## src/rtl/fetch_pc_pipe_pkg.sv

```systemverilog
// Shared types for the fetch PC pipeline: FSM state encodings, the per-stage
// prediction record and the default boot address.
package fetch_pc_pipe_pkg;

  localparam logic [31:0] DEFAULT_RESET_PC = 32'h0000_0000;

  typedef enum logic [1:0] {
    BOOT = 2'd0,
    RUN  = 2'd1,
    PEND = 2'd2
  } fetch_state_e;

  typedef struct packed {
    logic [31:0] pc;
    logic        pred_taken;
    logic        is_branch;
    logic        valid;
  } pred_stage_t;

endpackage

```

## src/rtl/fetch_pc_pipe_if.sv

```systemverilog
// Fetch/BTB/decoder handshake bundle; master drives stalls and BTB results,
// slave (the PC pipeline) returns PCs, valids, kill and perf counters.
interface fetch_pc_pipe_if #(
  parameter int CNT_W = 32
);
  logic             memory_stall;
  logic             hazard_stall;
  logic             is_branch_2;
  logic [31:0]      btb_branchPC;
  logic             btb_flush;
  logic             btb_taken;
  logic [31:0]      PC_1;
  logic             fetch_valid;
  logic [31:0]      PC_2;
  logic [31:0]      PC_3;
  logic             valid_2;
  logic             valid_3;
  logic             prev_taken_3;
  logic             is_branch_3;
  logic             kill_2;
  logic [CNT_W-1:0] branch_cnt;
  logic [CNT_W-1:0] mispred_cnt;

  modport master (
    output memory_stall, hazard_stall, is_branch_2, btb_branchPC, btb_flush, btb_taken,
    input  PC_1, fetch_valid, PC_2, PC_3, valid_2, valid_3, prev_taken_3, is_branch_3,
    input  kill_2, branch_cnt, mispred_cnt
  );

  modport slave (
    input  memory_stall, hazard_stall, is_branch_2, btb_branchPC, btb_flush, btb_taken,
    output PC_1, fetch_valid, PC_2, PC_3, valid_2, valid_3, prev_taken_3, is_branch_3,
    output kill_2, branch_cnt, mispred_cnt
  );
endinterface

```

## src/rtl/fetch_pc_pipe_pred_stage_reg.sv

```systemverilog
// One pipeline stage of {PC, pred_taken, is_branch, valid}; hold beats kill
// beats load, and kill only drops valid so the PC stays observable.
module pred_stage_reg
  import fetch_pc_pipe_pkg::*;
(
  input  logic        clk,
  input  logic        rst_n,
  input  logic        hold_i,
  input  logic        kill_i,
  input  logic        load_i,
  input  pred_stage_t d_i,
  output pred_stage_t q_o
);

  pred_stage_t stage_q;

  always_ff @(posedge clk or negedge rst_n) begin
    if (!rst_n) begin
      stage_q <= '0;
    end else if (!hold_i) begin
      if (kill_i) begin
        stage_q.valid <= 1'b0;
      end else if (load_i) begin
        stage_q <= d_i;
      end
    end
  end

  assign q_o = stage_q;

endmodule

```

## src/rtl/fetch_pc_pipe.sv

```systemverilog
// Fetch PC generator plus ID/EX prediction pipeline around the BTB, with
// stall, redirect and stall-pending redirect handling. Optional: PC_PERF_CNT_EN.
module fetch_pc_pipe
  import fetch_pc_pipe_pkg::*;
#(
  parameter logic [31:0] RESET_PC = DEFAULT_RESET_PC,
  parameter int          CNT_W    = 32
) (
  input  logic           clk,
  input  logic           rst_n,
  fetch_pc_pipe_if.slave bus
);

  fetch_state_e state_q;
  logic [31:0]  pc1_q;
  logic [31:0]  redirect_q;
  logic         fetch_valid_q;

  wire run      = (state_q == RUN);
  wire pend     = (state_q == PEND);
  wire ms       = bus.memory_stall;
  wire fl       = bus.btb_flush;
  wire hz       = bus.hazard_stall;

  // A redirect arriving during a memory stall is parked; later flushes are ignored.
  always_ff @(posedge clk or negedge rst_n) begin
    if (!rst_n) begin
      state_q       <= BOOT;
      pc1_q         <= RESET_PC;
      redirect_q    <= 32'h0;
      fetch_valid_q <= 1'b0;
    end else begin
      case (state_q)
        BOOT: begin
          state_q       <= RUN;
          fetch_valid_q <= 1'b1;
        end
        RUN: begin
          if (ms && fl) begin
            redirect_q    <= bus.btb_branchPC;
            state_q       <= PEND;
            fetch_valid_q <= 1'b0;
          end else if (!ms && (fl || !hz)) begin
            pc1_q <= bus.btb_branchPC;
          end
        end
        PEND: begin
          if (!ms) begin
            pc1_q         <= redirect_q;
            state_q       <= RUN;
            fetch_valid_q <= 1'b1;
          end
        end
        default: begin
          state_q       <= BOOT;
          fetch_valid_q <= 1'b0;
        end
      endcase
    end
  end

  pred_stage_t s2_d, s2_q, s3_d, s3_q;

  // Stage 2 seeds is_branch=1; the decoder flag qualifies it on entry to stage 3.
  assign s2_d = '{pc: pc1_q, pred_taken: bus.btb_taken, is_branch: 1'b1, valid: 1'b1};
  assign s3_d = '{pc: s2_q.pc, pred_taken: s2_q.pred_taken,
                  is_branch: bus.is_branch_2 & s2_q.is_branch, valid: s2_q.valid};

  wire advance = run && !fl && !hz;

  pred_stage_reg u_stage2 (
    .clk    (clk),
    .rst_n  (rst_n),
    .hold_i (ms),
    .kill_i ((run && fl) || pend),
    .load_i (advance),
    .d_i    (s2_d),
    .q_o    (s2_q)
  );

  pred_stage_reg u_stage3 (
    .clk    (clk),
    .rst_n  (rst_n),
    .hold_i (ms),
    .kill_i ((run && (fl || hz)) || pend),
    .load_i (advance),
    .d_i    (s3_d),
    .q_o    (s3_q)
  );

  assign bus.PC_1         = pc1_q;
  assign bus.fetch_valid  = fetch_valid_q;
  assign bus.PC_2         = s2_q.pc;
  assign bus.valid_2      = s2_q.valid;
  assign bus.PC_3         = s3_q.pc;
  assign bus.valid_3      = s3_q.valid;
  assign bus.prev_taken_3 = s3_q.pred_taken & s3_q.valid;
  assign bus.is_branch_3  = s3_q.is_branch & s3_q.valid;
  assign bus.kill_2       = run && fl && !ms;

`ifdef PC_PERF_CNT_EN
  logic [CNT_W-1:0] branch_cnt_q, branch_cnt_d;
  logic [CNT_W-1:0] mispred_cnt_q, mispred_cnt_d;

  wire count_br = !ms && s3_q.valid && s3_q.is_branch;

  always_comb begin
    branch_cnt_d  = branch_cnt_q;
    mispred_cnt_d = mispred_cnt_q;
    if (count_br && !(&branch_cnt_q)) begin
      branch_cnt_d = branch_cnt_q + 1'b1;
    end
    if (count_br && fl && !(&mispred_cnt_q)) begin
      mispred_cnt_d = mispred_cnt_q + 1'b1;
    end
  end

  always_ff @(posedge clk or negedge rst_n) begin
    if (!rst_n) begin
      branch_cnt_q  <= '0;
      mispred_cnt_q <= '0;
    end else begin
      branch_cnt_q  <= branch_cnt_d;
      mispred_cnt_q <= mispred_cnt_d;
    end
  end

  assign bus.branch_cnt  = branch_cnt_q;
  assign bus.mispred_cnt = mispred_cnt_q;
`else
  assign bus.branch_cnt  = {CNT_W{1'b0}};
  assign bus.mispred_cnt = {CNT_W{1'b0}};
`endif

endmodule

```

## src/flat_wrapper.sv

```systemverilog
// flat-port wrapper written by rule: the top's interface ports become plain ports
module fetch_pc_pipe_flat import fetch_pc_pipe_pkg::*;
#(
  parameter logic [31:0] RESET_PC = DEFAULT_RESET_PC,
  parameter int          CNT_W    = 32
)
  (clk, rst_n, bus_memory_stall, bus_hazard_stall, bus_is_branch_2, bus_btb_branchPC, bus_btb_flush, bus_btb_taken, bus_PC_1, bus_fetch_valid, bus_PC_2, bus_PC_3, bus_valid_2, bus_valid_3, bus_prev_taken_3, bus_is_branch_3, bus_kill_2, bus_branch_cnt, bus_mispred_cnt);
  fetch_pc_pipe_if #(.CNT_W(CNT_W)) bus_i ();
  input  logic clk;
  input  logic rst_n;
  input wire logic [$bits(bus_i.memory_stall)-1:0] bus_memory_stall;
  input wire logic [$bits(bus_i.hazard_stall)-1:0] bus_hazard_stall;
  input wire logic [$bits(bus_i.is_branch_2)-1:0] bus_is_branch_2;
  input wire logic [$bits(bus_i.btb_branchPC)-1:0] bus_btb_branchPC;
  input wire logic [$bits(bus_i.btb_flush)-1:0] bus_btb_flush;
  input wire logic [$bits(bus_i.btb_taken)-1:0] bus_btb_taken;
  output wire logic [$bits(bus_i.PC_1)-1:0] bus_PC_1;
  output wire logic [$bits(bus_i.fetch_valid)-1:0] bus_fetch_valid;
  output wire logic [$bits(bus_i.PC_2)-1:0] bus_PC_2;
  output wire logic [$bits(bus_i.PC_3)-1:0] bus_PC_3;
  output wire logic [$bits(bus_i.valid_2)-1:0] bus_valid_2;
  output wire logic [$bits(bus_i.valid_3)-1:0] bus_valid_3;
  output wire logic [$bits(bus_i.prev_taken_3)-1:0] bus_prev_taken_3;
  output wire logic [$bits(bus_i.is_branch_3)-1:0] bus_is_branch_3;
  output wire logic [$bits(bus_i.kill_2)-1:0] bus_kill_2;
  output wire logic [$bits(bus_i.branch_cnt)-1:0] bus_branch_cnt;
  output wire logic [$bits(bus_i.mispred_cnt)-1:0] bus_mispred_cnt;
  assign bus_i.memory_stall = bus_memory_stall;
  assign bus_i.hazard_stall = bus_hazard_stall;
  assign bus_i.is_branch_2 = bus_is_branch_2;
  assign bus_i.btb_branchPC = bus_btb_branchPC;
  assign bus_i.btb_flush = bus_btb_flush;
  assign bus_i.btb_taken = bus_btb_taken;
  assign bus_PC_1 = bus_i.PC_1;
  assign bus_fetch_valid = bus_i.fetch_valid;
  assign bus_PC_2 = bus_i.PC_2;
  assign bus_PC_3 = bus_i.PC_3;
  assign bus_valid_2 = bus_i.valid_2;
  assign bus_valid_3 = bus_i.valid_3;
  assign bus_prev_taken_3 = bus_i.prev_taken_3;
  assign bus_is_branch_3 = bus_i.is_branch_3;
  assign bus_kill_2 = bus_i.kill_2;
  assign bus_branch_cnt = bus_i.branch_cnt;
  assign bus_mispred_cnt = bus_i.mispred_cnt;
  fetch_pc_pipe #(.RESET_PC(RESET_PC), .CNT_W(CNT_W)) u_core (.clk(clk), .rst_n(rst_n), .bus(bus_i));
endmodule
```

## config.mk

```make
export PLATFORM = sky130hd
export DESIGN_NAME = fetch_pc_pipe_flat
export DESIGN_NICKNAME = d
export VERILOG_FILES = /design/src/rtl/fetch_pc_pipe_pkg.sv /design/src/rtl/fetch_pc_pipe_if.sv /design/src/rtl/fetch_pc_pipe_pred_stage_reg.sv /design/src/rtl/fetch_pc_pipe.sv /design/src/flat_wrapper.sv
export SDC_FILE = /design/constraint.sdc
export NUM_CORES = 1
export LEC_CHECK = 0
export CELL_PAD_IN_SITES_DETAIL_PLACEMENT = 2
export CELL_PAD_IN_SITES_GLOBAL_PLACEMENT = 2
export CORE_UTILIZATION = 25
export CTS_CLUSTER_DIAMETER = 30
export DETAILED_ROUTE_END_ITERATION = 8
export DONT_BUFFER_PORTS = 1
export HOLD_SLACK_MARGIN = 0.02
export PLACE_DENSITY = 0.62
export SLEW_MARGIN = 10
export SYNTH_ARGS = -nofsm -noshare
export SYNTH_HDL_FRONTEND = slang
export SYNTH_SLANG_ARGS = --single-unit
export TNS_END_PERCENT = 30
```

## constraint.sdc

```tcl
create_clock -name clk -period 2.85 [get_ports clk]
set_input_delay 0.7125 -clock clk [delete_from_list [all_inputs] [get_ports clk]]
set_output_delay 0.7125 -clock clk [all_outputs]
set_load 0.05 [all_outputs]
```

Word-level counts from Yosys, hierarchy flattened
Index checks and enable logic that the tools add are counted.
{"block": "totals", "out_inout_bits": 166, "regBits": 137}
{"block": "op_classes", "mux": 14, "eq_ne": 6, "reduce_logical": 25, "bitwise_logic": 6}
{"operator": "$mux W32", "count": 3}
{"operator": "$pmux W32 S2", "count": 1}
{"operator": "$ne A2 B2 Y1 const B", "count": 4}
{"operator": "$reduce_and A2 Y1", "count": 4}
{"operator": "$logic_and A1 B1 Y1", "count": 7}
{"operator": "$mux W1", "count": 6}
{"operator": "$pmux W2 S3", "count": 1}
{"operator": "$reduce_and A3 Y1", "count": 2}
{"operator": "$reduce_bool A2 Y1", "count": 3}
{"operator": "$logic_or A1 B1 Y1", "count": 4}
{"operator": "$mux W2", "count": 2}
{"operator": "$reduce_and A4 Y1", "count": 1}
{"operator": "$and A1 B1 Y1", "count": 3}
{"operator": "$logic_not A1 Y1", "count": 3}
{"operator": "$not A1 Y1", "count": 3}
{"operator": "$pmux W1 S3", "count": 1}
{"operator": "$eq A2 B1 Y1 const B", "count": 1}
{"operator": "$eq A2 B2 Y1 const B", "count": 1}
{"operator": "$logic_not A2 Y1", "count": 1}

Depth between registers and ports, before layout
{"block": "logic_depth", "ltp_word": 6, "depth_mapped": 7, "ltp_nobuf": 3}

Hierarchy
A second synthesis with hierarchy kept.
{"block": "unflattened", "hier_cells": 419, "hier_area_um2": 5973.2}
{"mod": "fetch_pc_pipe", "cells_each": 267, "n_inst": 1, "seq_area_each_um2": 1651.6, "area_each_um2": 3298.2}
{"mod": "pred_stage_reg", "cells_each": 76, "n_inst": 2, "seq_area_each_um2": 875.8, "area_each_um2": 1337.5}

Least setup slack after synthesis
Ideal clock, no wire load.
{"block": "synth_path", "kind": "input -> output", "from": "input bus_memory_stall", "to": "output bus_kill_2", "arrival_ps": 2083, "setup_slack_ps": 54, "required_ps": 2138, "cell_stages": 4, "cell_sequence": "or3b_1 buf_2 clkbuf_1 nor2_1"}
{"block": "synth_via", "elab_chain_len": 2}
{"item": "from (decl)", "line": "flat_wrapper.sv:11", "source": "input wire logic [$bits(bus_i.memory_stall)-1:0] bus_memory_stall;"}
{"item": "$logic_not A1 Y1", "line": "fetch_pc_pipe.sv:99", "source": "assign bus.kill_2 = run && fl && !ms;"}
{"item": "$logic_and A1 B1 Y1", "line": "fetch_pc_pipe.sv:99"}
{"item": "to (decl)", "line": "flat_wrapper.sv:25", "source": "output wire logic [$bits(bus_i.kill_2)-1:0] bus_kill_2;"}
No other way between the ends.

Worst setup path after layout
{"block": "layout_path", "from": "register u_core.state_q[1]", "to": "output bus_kill_2"}
{"block": "layout_via", "elab_chain_len": 3}
{"item": "from (decl)", "line": "fetch_pc_pipe.sv:14", "source": "fetch_state_e state_q;"}
{"item": "from (signal assigned)", "line": "fetch_pc_pipe.sv:28", "source": "state_q <= BOOT;"}
{"item": "from (signal assigned)", "line": "fetch_pc_pipe.sv:35", "source": "state_q <= RUN;"}
{"item": "from (signal assigned)", "line": "fetch_pc_pipe.sv:41", "source": "state_q <= PEND;"}
{"item": "$eq A2 B1 Y1", "line": "fetch_pc_pipe.sv:19", "source": "wire run = (state_q == RUN);"}
{"item": "$logic_and A1 B1 Y1 (2 in a row)", "line": "fetch_pc_pipe.sv:99"}
No other way between the ends.

==> impl_metrics.ini <==
[final_layout]
final_cell_mix = dfrtp_1 (137), mux2_4 (66), conb_1 (64)
synthToLayoutAreaGrowth_pct = 3.820
fin_nets = 463
diodes = 0
design_area_mm2 = 0.006903
final_common_cell = dfrtp_1
fill_cells = 2775
drive_above_1_share_pct = 33.18
regArea_mm2 = 0.003428
multi_input_area_mm2 = 0.002347

[detailed_routing]
avgViaCountPerCell = 4.242
first_pass_iters = 4
drc_errors = 0
ant_nets = 0
vias = 3275
wl_per_cell_um = 19.46
drtIter0Drc = 106
wl_um = 15020

[setup_path]
critPathRequiredTime_ns = 2.14
critPathMaxFanout = 8
rr_startpoint = u_core.state_q[1]$_DFFE_PN0P_
r2r_cells = 4
crit_path_start_kind = register
r2r-end = u_core.u_stage2.q_o[3]$_DFFE_PN0P_
critPathKind = register to primary output
r2r_slack_ns = 0.62
endpoint_kind = primary output
critPathArrivalTime_ns = 1.78

[yosys]
synth_top_area_share_pct = 51.56
synthCells = 486
yosys_warnings = 0
avgSynthCellArea_um2 = 13.68
synth_area_leader_cell = dfrtp_1
synth_flop_cell = dfrtp_1
synth-seq-area-share_pct = 51.56
synth-edff-count = 0
synth.area.top_cells = dfrtp_1 (52%), mux2_4 (15%), buf_4 (15%), mux2_2 (5.4%), o32a_1 (4.8%)
ys_seq_elements = 137
synth-async-reset-ratio_pct = 100.0
syn_area_mm2 = 0.006649
yosysUniqueCellTypes = 29

[global_routing]
met3_usage_pct = 3.796
grt_pass1_wl_um = 22220
grt.busiest_layer = met2
grt_usage_pct = 11.13
grt_max_degree = 138
grt-ovfl-total = 0
met2_usage_pct = 18.37
grt_pass1_vias = 3639
grt_util_met1_pct = 13.00
antenna_found_initial = 0

[run]
drv_cap = 0

[sta]
period_needed_ns = 2.497
hold_viol = 7
relSlewSlack_pct = 56.05
worst_pin_slew_ns = 0.6593
timing.hold.ws_ns = -0.01048
slew_viol_final = 0
setup_tns_ns = 0
max_freq_ghz = 0.4004
period_share_pct = 87.62
rsz0062_at_grt = false
fin_skew_ns = 0.009363
fin_ws_ns = 0.3527
setup-violations-final = 0

[floorplan]
die-area_mm2 = 0.02725
die_height_um = 165.1
start_util_pct = 25.51
die_w_um = 165.1
ios = 205
rows = 59
core_region_area_mm2 = 0.02606

[placement]
portBuffers = 0
place_area_mm2 = 0.006292
routabilityCongestion = 0.6674
dp_hpwl_um = 10480
dp_worst_setup_slack_ns = 0.4166

[clock_network]
clockBufferDepth = 2
root_buffer = clkbuf_16
clock_sinks = 137
cts_buffers = 17
htree_levels = 4
clk_latency_ns = 0.41
clk_pin_slew_ns = 0.06
postCtsSetupBuffers = 0
cts_tree = yes

[status]
violations = negative hold slack
status = finished, violations left

[worst_hold_path]
hp-class = input port to async pin

[power_and_ir_drop]
leakage_nw = 3.098
power_density_mw_per_mm2 = 1379
vdd_ir_drop_max_mv = 0.4520
[layer usage]
layer / wire length (um) / share of wire [%] / up-vias
li1: - / - / 1379
met1: 5999 / 40 / 1726
met2: 7519 / 50 / 152
met3: 1251 / 8.3 / 18
met4: 249 / 1.7 / 0
met5: 0 / 0 / -
[power breakdown]
part | internal (mW) | total, mW | switching [mW] | leakage, nW
clock | 1.42 | 2.32 | 0.904 | 0.290
sequential | 2.70 | 5.68 | 2.99 | 1.57
combinational | 0.953 | 1.52 | 0.565 | 1.23
total | 5.06 | 9.52 | 4.46 | 3.10
[flip-flops by register name, indices dropped and copies added, names as in the netlist]
register,flops
u_core.redirect_q,32
u_core.u_stage2.q_o,35
u_core.bus.fetch_valid,1
u_core.u_stage3.q_o,35
u_core.state_q,2
u_core.bus.PC_1,32
[repair_timing]
item,in CTS,in global routing
endpoints found under the hold margin,137,137
endpoints found under the setup margin,0,0
gates resized for setup,0,0
[worst max path at each step]
stage / cells after the start / slack, ns / endpoint / startpoint
detailed placement: 5 / 0.42 / u_core.bus.PC_1[8]$_DFFE_PN0P_ / bus_memory_stall
floorplan: 4 / 0.05 / bus_kill_2 / bus_memory_stall
global placement: 4 / 0.48 / u_core.u_stage2.q_o[32]$_DFFE_PN0P_ / bus_memory_stall
global route: 3 / 0.27 / bus_kill_2 / u_core.state_q[1]$_DFFE_PN0P_
CTS: 3 / 0.32 / bus_kill_2 / u_core.state_q[1]$_DFFE_PN0P_
finish: 3 / 0.35 / bus_kill_2 / u_core.state_q[1]$_DFFE_PN0P_
[through the flow]
stage | hold WS (ns) | utilization (%) | power (mW) | std cells
after floorplan | 0.4169 | - | 7.581 | 549
after global placement | 0.4226 | 24.15 | 7.128 | 740
after detailed placement | 0.4220 | 24.15 | 7.299 | 740
after CTS | -0.03723 | 26.49 | 9.656 | 772
after global routing | -0.04572 | 26.49 | 9.929 | 772
final | -0.01048 | 26.49 | 9.522 | 772
[cells by family after synthesis]
family	share of synthesized area, %
muxes	20.47
other	0.05640
AOI/OAI and AO/OA	9.183
xor gates and xnor gates	0.1318
and+or+nand+nor	1.468
buffers and inverters	17.12
DFF	51.56
[synth_stat cells (3+ instances only)]
cell type / number
nand2_1: 4
clkbuf_1: 15
nand2b_1: 3
dfrtp_1: 137
o32a_1: 32
o21a_1: 33
inv_1: 4
buf_4: 130
mux2_4: 66
nor2b_1: 3
mux2_2: 32
buf_6: 7
[area by class of cell]
| class | instances | share of cell area, % |
|---|---|---|
| clock buffer | 20 | 6.471 |
| clock inverter | 12 | 2.374 |
| multi-input combinational | 253 | 34.00 |
| tap | 335 | 6.072 |
| sequential | 137 | 49.66 |
| inverter | 4 | 0.2175 |
| timing repair buffer | 11 | 1.196 |
[critical path: stages (launching register included)]
cell	delay (ns)
dfrtp_1	0.47
or3b_2	0.55
nor2_1	0.12
buf_4	0.23
(Power assumes the default switching activity.)
